==> src/rtl/traffic_pkg.sv <==
// -----------------------------------------------------------------------------
// traffic_pkg
// Shared definitions for the two-road traffic-light sequencer and its
// downstream display stages.
//   - state_t  : phase encoding (NS_G=0 .. AR2=5), also driven out on 'phase'
//   - L_*      : lamp drive constants {red,yellow,green}
//   - phase_dur: duration lookup (seconds) for a given phase
//   - next_phase, ns_lamp, ew_lamp: cyclic successor and lamp decode
// -----------------------------------------------------------------------------
package traffic_pkg;

  typedef enum logic [2:0] {
    NS_G = 3'd0,
    NS_Y = 3'd1,
    AR1  = 3'd2,
    EW_G = 3'd3,
    EW_Y = 3'd4,
    AR2  = 3'd5
  } state_t;

  localparam logic [2:0] L_RED = 3'b100;
  localparam logic [2:0] L_YEL = 3'b010;
  localparam logic [2:0] L_GRN = 3'b001;

  // Durations are passed in because the package cannot see module parameters.
  function automatic int unsigned phase_dur(input state_t s,
                                            input int unsigned t_green,
                                            input int unsigned t_yellow,
                                            input int unsigned t_allred);
    case (s)
      NS_G, EW_G: return t_green;
      NS_Y, EW_Y: return t_yellow;
      AR1, AR2:   return t_allred;
      default:    return t_allred;
    endcase
  endfunction

  function automatic state_t next_phase(input state_t s);
    case (s)
      NS_G:    return NS_Y;
      NS_Y:    return AR1;
      AR1:     return EW_G;
      EW_G:    return EW_Y;
      EW_Y:    return AR2;
      AR2:     return NS_G;
      default: return AR2;
    endcase
  endfunction

  function automatic logic [2:0] ns_lamp(input state_t s);
    case (s)
      NS_G:    return L_GRN;
      NS_Y:    return L_YEL;
      default: return L_RED;
    endcase
  endfunction

  function automatic logic [2:0] ew_lamp(input state_t s);
    case (s)
      EW_G:    return L_GRN;
      EW_Y:    return L_YEL;
      default: return L_RED;
    endcase
  endfunction

endpackage

==> src/rtl/sec_tick_detect.sv <==
// -----------------------------------------------------------------------------
// sec_tick_detect
// Rising-edge detector for a slow level (the 1 Hz divider output), sampled as
// data in the clk domain. Both sources share clk, so no synchroniser is used.
//   clk      in  system clock
//   rst      in  synchronous reset, active-high
//   level_in in  slow level to watch
//   tick     out one-clk registered pulse, one clk after each rising edge
// The history register resets high so a level that is already high at reset
// release does not produce a spurious tick.
// -----------------------------------------------------------------------------
module sec_tick_detect (
  input  logic clk,
  input  logic rst,
  input  logic level_in,
  output logic tick
);

  logic sec_q;

  // Level history and registered rising-edge pulse.
  always_ff @(posedge clk) begin
    if (rst) begin
      sec_q <= 1'b1;
      tick  <= 1'b0;
    end else begin
      sec_q <= level_in;
      tick  <= level_in & ~sec_q;
    end
  end

endmodule

==> src/rtl/traffic_light_ctrl.sv <==
// -----------------------------------------------------------------------------
// traffic_light_ctrl
// Two-road (NS/EW) traffic-light sequencer driven by one-second ticks derived
// from the divider output. A pedestrian request shortens the current (or next)
// green to at most T_PED further seconds.
//   clk      in  system clock
//   rst      in  synchronous reset, active-high
//   sec_in   in  divider output (data, not a clock); rising edge = one second
//   ped_req  in  pedestrian request level, sampled every clk
//   ns_light out {red,yellow,green} NS lamps, one-hot, registered
//   ew_light out {red,yellow,green} EW lamps, one-hot, registered
//   phase    out current state (traffic_pkg::state_t encoding)
//   remain   out seconds left in phase minus one (0 = last second)
//   tick     out one-clk pulse per detected sec_in rising edge
// -----------------------------------------------------------------------------
module traffic_light_ctrl
  import traffic_pkg::*;
#(
  parameter int unsigned T_GREEN  = 25,
  parameter int unsigned T_YELLOW = 3,
  parameter int unsigned T_ALLRED = 2,
  parameter int unsigned T_PED    = 4,
  parameter int unsigned CNT_W    = 6
) (
  input  logic             clk,
  input  logic             rst,
  input  logic             sec_in,
  input  logic             ped_req,
  output logic [2:0]       ns_light,
  output logic [2:0]       ew_light,
  output logic [2:0]       phase,
  output logic [CNT_W-1:0] remain,
  output logic             tick
);

  // Elaboration-time parameter sanity.
  if ((T_GREEN - 32'd1) >= (64'd1 << CNT_W)) begin : g_err_cnt_w
    $error("traffic_light_ctrl: CNT_W too small to hold T_GREEN-1");
  end
  if (T_PED >= T_GREEN) begin : g_err_ped
    $error("traffic_light_ctrl: T_PED must be smaller than T_GREEN");
  end
  if ((T_GREEN < 32'd2) || (T_YELLOW < 32'd1) || (T_ALLRED < 32'd1)) begin : g_err_dur
    $error("traffic_light_ctrl: phase duration out of range");
  end

  localparam logic [CNT_W-1:0] CNT_ZERO = CNT_W'(0);
  localparam logic [CNT_W-1:0] CNT_ONE  = CNT_W'(1);
  localparam logic [CNT_W-1:0] PED_LIM  = CNT_W'(T_PED);
  localparam logic [CNT_W-1:0] AR_LOAD  = CNT_W'(T_ALLRED - 32'd1);

  state_t           state;
  state_t           nxt_state;
  logic             ped_pend;
  logic [CNT_W-1:0] nxt_load;
  logic             nxt_is_yel;
  logic             cur_is_grn;

  sec_tick_detect u_tick (
    .clk      (clk),
    .rst      (rst),
    .level_in (sec_in),
    .tick     (tick)
  );

  assign nxt_state  = next_phase(state);
  assign nxt_load   = CNT_W'(phase_dur(nxt_state, T_GREEN, T_YELLOW, T_ALLRED) - 32'd1);
  assign nxt_is_yel = (nxt_state == NS_Y) || (nxt_state == EW_Y);
  assign cur_is_grn = (state == NS_G) || (state == EW_G);
  assign phase      = state;

  // Phase sequencer, countdown, pedestrian latch and registered lamp drives.
  always_ff @(posedge clk) begin
    if (rst) begin
      state    <= AR2;
      remain   <= AR_LOAD;
      ns_light <= L_RED;
      ew_light <= L_RED;
      ped_pend <= 1'b0;
    end else begin
      // Request set takes priority over the clear on yellow entry.
      if (ped_req) begin
        ped_pend <= 1'b1;
      end else if (tick && (remain == CNT_ZERO) && nxt_is_yel) begin
        ped_pend <= 1'b0;
      end else begin
        ped_pend <= ped_pend;
      end

      if (tick) begin
        if (remain == CNT_ZERO) begin
          state    <= nxt_state;
          remain   <= nxt_load;
          ns_light <= ns_lamp(nxt_state);
          ew_light <= ew_lamp(nxt_state);
        end else if (cur_is_grn && ped_pend && (remain > PED_LIM)) begin
          remain <= PED_LIM;
        end else begin
          remain <= remain - CNT_ONE;
        end
      end else begin
        remain <= remain;
      end
    end
  end

endmodule

==> config.mk <==
export PLATFORM = sky130hd
export DESIGN_NAME = traffic_light_ctrl
export DESIGN_NICKNAME = d
export VERILOG_FILES = /design/src/rtl/traffic_pkg.sv /design/src/rtl/sec_tick_detect.sv /design/src/rtl/traffic_light_ctrl.sv
export SDC_FILE = /design/constraint.sdc
export NUM_CORES = 1
export LEC_CHECK = 0
export BUFFER_PORTS_ARGS = -buffer_cell sky130_fd_sc_hd__buf_2
export CORE_MARGIN = 5
export CORE_UTILIZATION = 56
export DETAILED_ROUTE_END_ITERATION = 10
export HOLD_SLACK_MARGIN = 0.12
export MAX_ROUTING_LAYER = met4
export PLACE_DENSITY = 0.87
export SYNTH_ARGS = -nofsm -noshare
export SYNTH_HDL_FRONTEND = slang
export SYNTH_SLANG_ARGS = --single-unit
export TNS_END_PERCENT = 10
==> constraint.sdc <==
create_clock -name clk -period 3.3 [get_ports clk]
set_input_delay 0.33 -clock clk [delete_from_list [all_inputs] [get_ports clk]]
set_output_delay 0.33 -clock clk [all_outputs]
set_load 0.005 [all_outputs]
-- Word-level counts from Yosys, hierarchy flattened
Index checks and enable logic that the tools add are counted.
- register bits after elaboration: 18
- latch bits: 0
- RAM bits: 0
- bits in read-only memories: 0
- output and inout port bits: 16
- memories kept: 0
- add/subtract/negate cells: 2
- multipliers: 0
- divide/modulo/power cells: 0
- order comparisons: 1
- equal/unequal tests: 7
- shifts and indexed selects: 0
- muxes and demuxes: 8
- bitwise operators: 2
- reductions and logical operators: 13
- operator list (kind ; number):
    3-bit one-hot mux with 5 select lines ; 1
    6-bit 2-to-1 mux ; 2
    3-bit one-hot mux with 2 select lines ; 2
    6-bit by 1-bit subtractor with 6-bit output, second input constant ; 2
    5-bit one-hot mux with 2 select lines ; 1
    3-bit by 2-bit == test with 1-bit output, second input constant ; 3
    3-bit by 1-bit == test with 1-bit output, second input constant ; 2
    3-bit == test, second input constant ; 2
    6-bit by 3-bit > comparator with 1-bit output, second input constant ; 1
    3-bit zero test ; 2
    6-bit zero test ; 1
    1-bit logical AND ; 4
    2-bit OR reduction ; 2
    1-bit logical OR ; 2
    1-bit 2-to-1 mux ; 2
    2-bit AND reduction ; 1
    2-bit nonzero test ; 1
    1-bit bitwise AND ; 1
    1-bit NOT ; 1

-- Logic depth before layout (Yosys ltp)
Gate-level depths: netlist of run 1.
- depth after elaboration: 7
- gate-level depth with buffers: 6

-- Modules after synthesis
Synthesis of run 1 repeated with hierarchy kept, for this count alone.
- cells, all modules: 107
- area total of the unflattened synthesis: 944.7 sq um
- by module, submodules not included (module ; times used ; cells each ; area each (sq um) ; seq. area each (sq um)):
    traffic_light_ctrl ; 1 ; 103 ; 885.8 ; 320.3
    sec_tick_detect ; 1 ; 4 ; 58.8 ; 40.0

-- Least setup slack after synthesis of run 1
Ideal clock, no wire load.
- kind: register to register
- from: reg remain[0]
- to: reg remain[2]
- data arrival time: 1.472 ns
- data required time: 3.205 ns
- slack: 1.732 ns
- stages on the path, launching flop included: 7
- path buffers: 0
- period minus slack after synthesis: 1.568 ns
- cell sequence: dfxtp_1 inv_1 ha_1 nand2b_1 a211oi_1 o21ai_0 a221oi_1
- cells in the longest elaborated chain, start to end: 4
- elaborated cells between the ends (all ways): 6
- ends and longest elaborated chain (what ; RTL line ; text):
    start, declared ; traffic_light_ctrl.sv:32 ; output logic [CNT_W-1:0] remain,
    start signal, assigned ; traffic_light_ctrl.sv:93 ; remain <= nxt_load;
    start signal, assigned ; traffic_light_ctrl.sv:99 ; remain <= remain - CNT_ONE;
    start signal, assigned ; traffic_light_ctrl.sv:102 ; remain <= remain;
    6-bit by 3-bit > comparator with 1-bit output ; traffic_light_ctrl.sv:96 ; end else if (cur_is_grn && ped_pend && (remain > PED_LIM)) begin
    1-bit logical AND ; traffic_light_ctrl.sv:96 ;
    6-bit 2-to-1 mux ; traffic_light_ctrl.sv:96 ;
    6-bit 2-to-1 mux * ; traffic_light_ctrl.sv:91 ; if (remain == CNT_ZERO) begin
Every way passes the cells marked *; elsewhere a longest branch is shown, timed or not.
A chain may end at the register's enable or synchronous reset.

-- Worst setup path after layout of run 1
Same ends and word-level chain as after synthesis.

==> results.md, run 1 <==
* Outcome: finished, final reports clean
* FP Rows at 14
* Crit Path Class: flop to flop
* Post-synth top flop: dfxtp_1
* Leak pwr at 0.395 nW
* Routed WL at 1.99 mm
* Worst Path Required at 3.50 ns
* Hold Slack at 0.237 ns
* Vias in the first global route at 765
* H-tree depth at 1
* Final Hold Fails at 0
* Footprint of the multi-input gates at 517 µm²
* Core ar. at 0.00154 mm²
* Crit Path Max Fanout at 6
* Post-Place Cell Area at 0.00101 mm²
* DR DRC count at 0
* Die area at 0.00260 mm²
* Tot GR Track Use at 16.8%
* Die H at 51.0 µm
* Yosys warns at 0
* Layout cells sized above 1 at 25.4%
* Syn_nets at 113
* DP HPWL at 1.43 mm
* Synth Instances at 107
* Fmax at 558 MHz
* Setup TNS at 0 ns
* Setup Buffers After CTS at 0
* Die Width at 51.0 µm
* Max Cap Viol at 0
* Antenna Nets Post-Route at 0
* CTS tree: done
* Slew margin rel. at 68.3%
* Sequential cell area fraction in the yosys report at 38.3%
* Vias at 855
* Slew Viols, Final at 0
* CTS Hold Bufs at 0
* Routed len/inst at 14.4 µm
* RSZ-0062 raised after global routing: no
* Hold Path Depth at 2
* Starting Density at 61.0%
* Crit start category: flop
* Min-delay worst type: primary input to flop
* Pwr Total at 0.000371 W
* Post-CTS Resized at 0
* Final worst path period need at 1.79 ns
* Skew final at 0.00487 ns
* Reg2Reg Setup Slack at 1.51 ns
* Share of the cycle needed by the critical path after routing at 54.3%
* Vias per cell at 6.20
* First-pass GRT wire length at 3.33 mm
* Netlist Area Pre-Place at 940 µm²
* FF-to-FF path depth at 6
* Pwr dens at 358 mW/mm²
* Crit. End Element: flop
* Ant. Diodes at 0
* GRT overflow at 0
* Gpl congestion at 0.942
* FF+latch count, synth at 18
* Post-synth EDFFs at 0
* Clk buf depth at 2
* Async set-reset flop share out of synthesis at 0%
* Num ports at 20
* Sink Count at 18
* Synth unique cells at 44
* Initial drt markers at 28
* Initial antenna violation count at 0
* Cts bufs inserted at 3
* Layout area overhead at 10.4%
* Largest net degree at the start of global routing at 20
* Worst-margin pin slew at 0.473 ns
* Number of fill cells at 130
* Final setup fails at 0
* Nets at 130
* Worst-Skew Late Latency at 0.29 ns
* Length of the first detailed-routing pass in iterations at 4
* Clock transition at path regs at 0.09 ns
* Design Area, Final at 0.00104 mm²
* Avg Cell Area, Syn at 8.78 µm²
* Register area at 360 µm²
* VDD IR-drop max at 304 µV
* Clk root buf: clkbuf_4
* Buffers on Ports at 19
* CP arrival at 1.99 ns
==> registers in the layout (all words and copies together), names as in the netlist <==
register and count:
ns_light 3, remain 6, ped_pend 1, u_tick.tick 1, u_tick.sec_q 1, phase 3
ew_light 3
==> worst max-delay path, cell delays in order (launching register included) <==
cell and delay (ns):
dfxtp_1 0.41, inv_1 0.10, ha_1 0.27, nand2b_1 0.19
a211oi_1 0.31, o21ai_0 0.12, a221oi_1 0.30
==> Yosys cell counts (3+ instances only) <==
| master | n | area (µm²) |
|---|---|---|
| nand3_1 | 7 | 35.0 |
| nand2_1 | 9 | 33.8 |
| dfxtp_1 | 18 | 360 |
| clkbuf_1 | 3 | 11.3 |
| a21oi_1 | 6 | 30.0 |
| nor2_1 | 5 | 18.8 |
| inv_1 | 6 | 22.5 |
| xor2_1 | 3 | 26.3 |
| o21ai_0 | 4 | 20.0 |
| nor3_1 | 3 | 15.0 |
==> layout by cell type (no fill, tap or decap), types with 3 or more instances in the layout <==
master / Yosys / routed
nor2_1: 5 / 5
dfxtp_1: 18 / 18
nor3_1: 3 / 3
nand2_1: 9 / 9
clkbuf_4: 0 / 3
buf_2: 2 / 19
xor2_1: 3 / 3
nand3_1: 7 / 7
a21oi_1: 6 / 6
inv_1: 6 / 6
o21ai_0: 4 / 4
==> worst paths after layout <==
check	endpoint	startpoint
max	remain[2]	remain[0]
min	u_tick.sec_q	sec_in
max reg2reg	remain[2]	remain[0]
min reg2reg	u_tick.tick	u_tick.sec_q
==> stage by stage <==
step                utilization, %  setup slack [ns]  cells
floorplan                        -              1.73    107
global placement              65.8              1.66    135
detailed placement            65.8              1.55    135
CTS                           67.3              1.52    138
global route                  67.3              1.39    138
finish                        67.3              1.51    138
==> metal layers <==
metal	GRT usage, %	vias to the layer above	part of all wire [%]
met3	4.65	5	4.3
met4	8.51	0	2.2
met2	25.0	22	46
li1	-	418	-
met5	-	-	0
met1	20.6	410	47
==> logic make-up after synthesis <==
| group | synth area share [%] |
|---|---|
| and+or+nand+nor | 26.6 |
| AOI/OAI and AO/OA | 22.9 |
| adders and majority gates | 2.66 |
| buffers and inverters | 6.66 |
| DFF | 38.3 |
| xor gates and xnor gates | 2.80 |
==> report_power, final <==
group	internal, W	switching, W	leakage (nW)	total, W
Clock	0.0000425	0.0000636	0.0138	0.000106
Combinational	0.0000155	0.0000182	0.235	0.0000338
Sequential	0.000222	0.00000909	0.146	0.000231
==> cell type report <==
class / instances / area share [%]
clock buffers: 3 / 2.17
flip-flops and latches: 18 / 34.7
multi-input cells: 76 / 49.8
repair buffers: 19 / 9.17
well taps: 16 / 1.93
inverters: 6 / 2.17
Power figures use the tool's default switching activity.
==> inputs of run 2 (changes only) <==
CORE_UTILIZATION = 47   (was 56)
PLACE_DENSITY = 0.78   (was 0.87)
clock period = 1.6 ns   (was 3.3 ns; I/O delays follow)
==> run 2 against run 1 <==
Flip-flop and latch count is the same. Combinational power grew to 2.7 times the previous value. Power increased by 110%. First-iteration DRC count unchanged. Routed wire length increased by 13%. Setup slack lost 1.4 ns. Register-to-register slack lost 1.4 ns. Final area is 13% higher. Clock skew decreased by 0.0042 ns. Via count rose by 5.8%. Non-clock buffer count rose by 13. Critical path type unchanged. Largest cell class unchanged.
==> results.md, run 2 (same netlist as run 1, synthesis figures left out) <==
* Max Cap Viol at 0 (unchanged)
* Sink Count at 18 (unchanged)
* Share of the cycle needed by the critical path after routing at 96.1% (+42 points)
* GRT overflow at 0 (unchanged)
* Clock transition at path regs at 0.09 ns (about the same)
* Crit Path Max Fanout at 3 (-3)
* Ant. Diodes at 0 (unchanged)
* Crit. End Element: flop
* Clk root buf: clkbuf_4
* Skew final at 0.000703 ns (-0.00416 ns)
* Initial drt markers at 28 (unchanged)
* CP arrival at 1.72 ns (-0.27 ns)
* H-tree depth at 1 (unchanged)
* Leak pwr at 0.455 nW (+15%)
* Worst-margin pin slew at 0.409 ns (-0.0631 ns)
* DR DRC count at 0 (unchanged)
* VDD IR-drop max at 659 µV (+120%)
* Routed len/inst at 13.9 µm (-3.8%)
* Met1 GRT Util at 20.6% (about the same)
* First-pass GRT wire length at 3.55 mm (+6.4%)
* Vias in the first global route at 807 (+5.5%)
* GR Layer Usage met2 at 27.4% (+2.4 points)
* Pwr dens at 665 mW/mm² (+86%)
* Antenna Nets Post-Route at 0 (unchanged)
* Clk buf depth at 2 (unchanged)
* FP Rows at 16 (+2)
* Largest net degree at the start of global routing at 20 (unchanged)
* Footprint of the multi-input gates at 531 µm² (+2.7%)
* Largest Register: remain
* Die H at 54.7 µm (+7.4%)
* Die area at 0.00299 mm² (+15%)
* Tot GR Track Use at 16.6% (-0.19 points)
* Sw frac at 24.1% (-0.36 points)
* Hold Slack at 0.274 ns (+0.0364 ns)
* Length of the first detailed-routing pass in iterations at 4 (unchanged)
* Num ports at 20 (unchanged)
* GRT busiest layer: met2
* Combinational Power Share at 11.5% (+2.4 points)
* Register area at 364 µm² (+1.0%)
* Cell total after placement at 157 (+16%)
* Cts bufs inserted at 3 (unchanged)
* Crit Path Class: flop to flop
* Setup TNS at 0 ns (unchanged)
* RSZ-0062 raised after global routing: yes
* Final Hold Fails at 0 (unchanged)
* Gpl congestion at 0.913 (-3.1%)
* Most common cell after layout, fill and taps aside: buf_2
* Non-filler cells, final at 162 (+17%)
* Fmax at 650 MHz (+17%)
* Vias per cell at 5.59 (-9.8%)
* Min-delay worst type: primary input to flop
* Die Width at 54.7 µm (+7.4%)
* Met3 Track Usage GR at 3.54% (-1.1 points)
* Routed WL at 2.25 mm (+13%)
* Pint at 0.000591 W (+110%)
* Net Sw Power at 0.000188 W (+110%)
* Buffers on Ports at 19 (unchanged)
* CTS tree: done
* Final setup fails at 0 (unchanged)
* Clock power frac at 27.3% (-1.3 points)
* Slew margin rel. at 72.6% (+4.4 points)
* Slew Viols, Final at 0 (unchanged)
* Outcome: finished, final reports clean
* Core ar. at 0.00194 mm² (+26%)
* Starting Density at 48.4% (-13 points)
* Number of fill cells at 183 (+41%)
* Vias at 905 (+5.8%)
* Layout cells sized above 1 at 34.8% (+9.4 points)
* Worst-Skew Late Latency at 0.28 ns (about the same)
* Crit start category: flop
* DP HPWL at 1.65 mm (+15%)
* Layout area overhead at 24.6%
* Final Util at 60.3% (-7.0 points)
* Worst Path Required at 1.78 ns (-1.72 ns)
* Commonest cells after routing, fill and taps aside: buf_2 (19), dfxtp_1 (15), buf_4 (11), nand2_1 (9), nand3_1 (7)
* Initial antenna violation count at 0 (unchanged)
* Nets at 143 (+10%)
* Reg power frac at 61.1% (-1.2 points)
* Final worst path period need at 1.54 ns (-0.256 ns)
* Largest register FFs at 6 (unchanged)
[run 2: changes by cell type in the layout (fill, tap and decap cells not counted)]
cell and delta:
buf_4 +11, dfxtp_1 -3, dfxtp_2 +3, dlygate4sd3_1 +2, a211oi_1 -1, a211oi_2 +1, and3_2 -1, and3_4 +1
nor3_1 -1, nor3_2 +1, o21ai_0 -1, o21ai_1 +1
[run 2: worst max-delay path: stages (launching register included)]
cell,delay [ns]
dfxtp_2,0.35
inv_1,0.07
ha_1,0.22
nand2b_1,0.19
a211oi_2,0.22
o21ai_0,0.10
a221oi_1,0.28
[run 2: layer usage]
metal | share of wire [%] | vias to the layer above
li1 | - | 447
met1 | 43 | 437
met2 | 52 | 19
met3 | 4.4 | 2
met4 | 0.40 | 0
met5 | 0 | -
[run 2: timing repair]
action                                  4_1_cts  5_1_grt
pin swaps                                     0        2
endpoints found under the setup margin        1       10
resized for setup                             1        6
setup buffers                                 0        0
hold buffers                                  2        0
hold endpoints to repair                      2        0
[run 2: power groups by stage]
stage                logic, W  registers, W  clock network [W]
floorplan           0.0000521      0.000482                  0
global placement    0.0000810      0.000484                  0
detailed placement  0.0000828      0.000485                  0
CTS                 0.0000879      0.000474           0.000219
global route        0.0000990      0.000478           0.000239
finish              0.0000899      0.000476           0.000213
[run 2: through the flow]
step	cell area [µm²]	power (W)	setup WS (ns)
floorplan	940	0.000535	0.0325
global placement	1110	0.000565	0.0482
detailed placement	1110	0.000568	-0.00578
CTS	1160	0.000781	0.0120
global route	1170	0.000816	-0.0304
finish	1170	0.000779	0.0623
[run 2: cell type report]
| type | instances | area share, % |
|---|---|---|
| clock buffer | 3 | 1.92 |
| inverter | 6 | 1.92 |
| multi-input combinational | 76 | 45.3 |
| sequential | 18 | 31.1 |
| tap | 27 | 2.88 |
| timing repair buffer | 32 | 16.9 |
[run 2: path summary, 6_finish.rpt]
check                from  slack [ns]           to  cells after the start
min reg2reg  u_tick.sec_q        0.39  u_tick.tick                      1
max reg2reg     remain[0]        0.06    remain[2]                      6
min                   rst        0.27  ew_light[0]                      2
max             remain[0]        0.06    remain[2]                      6
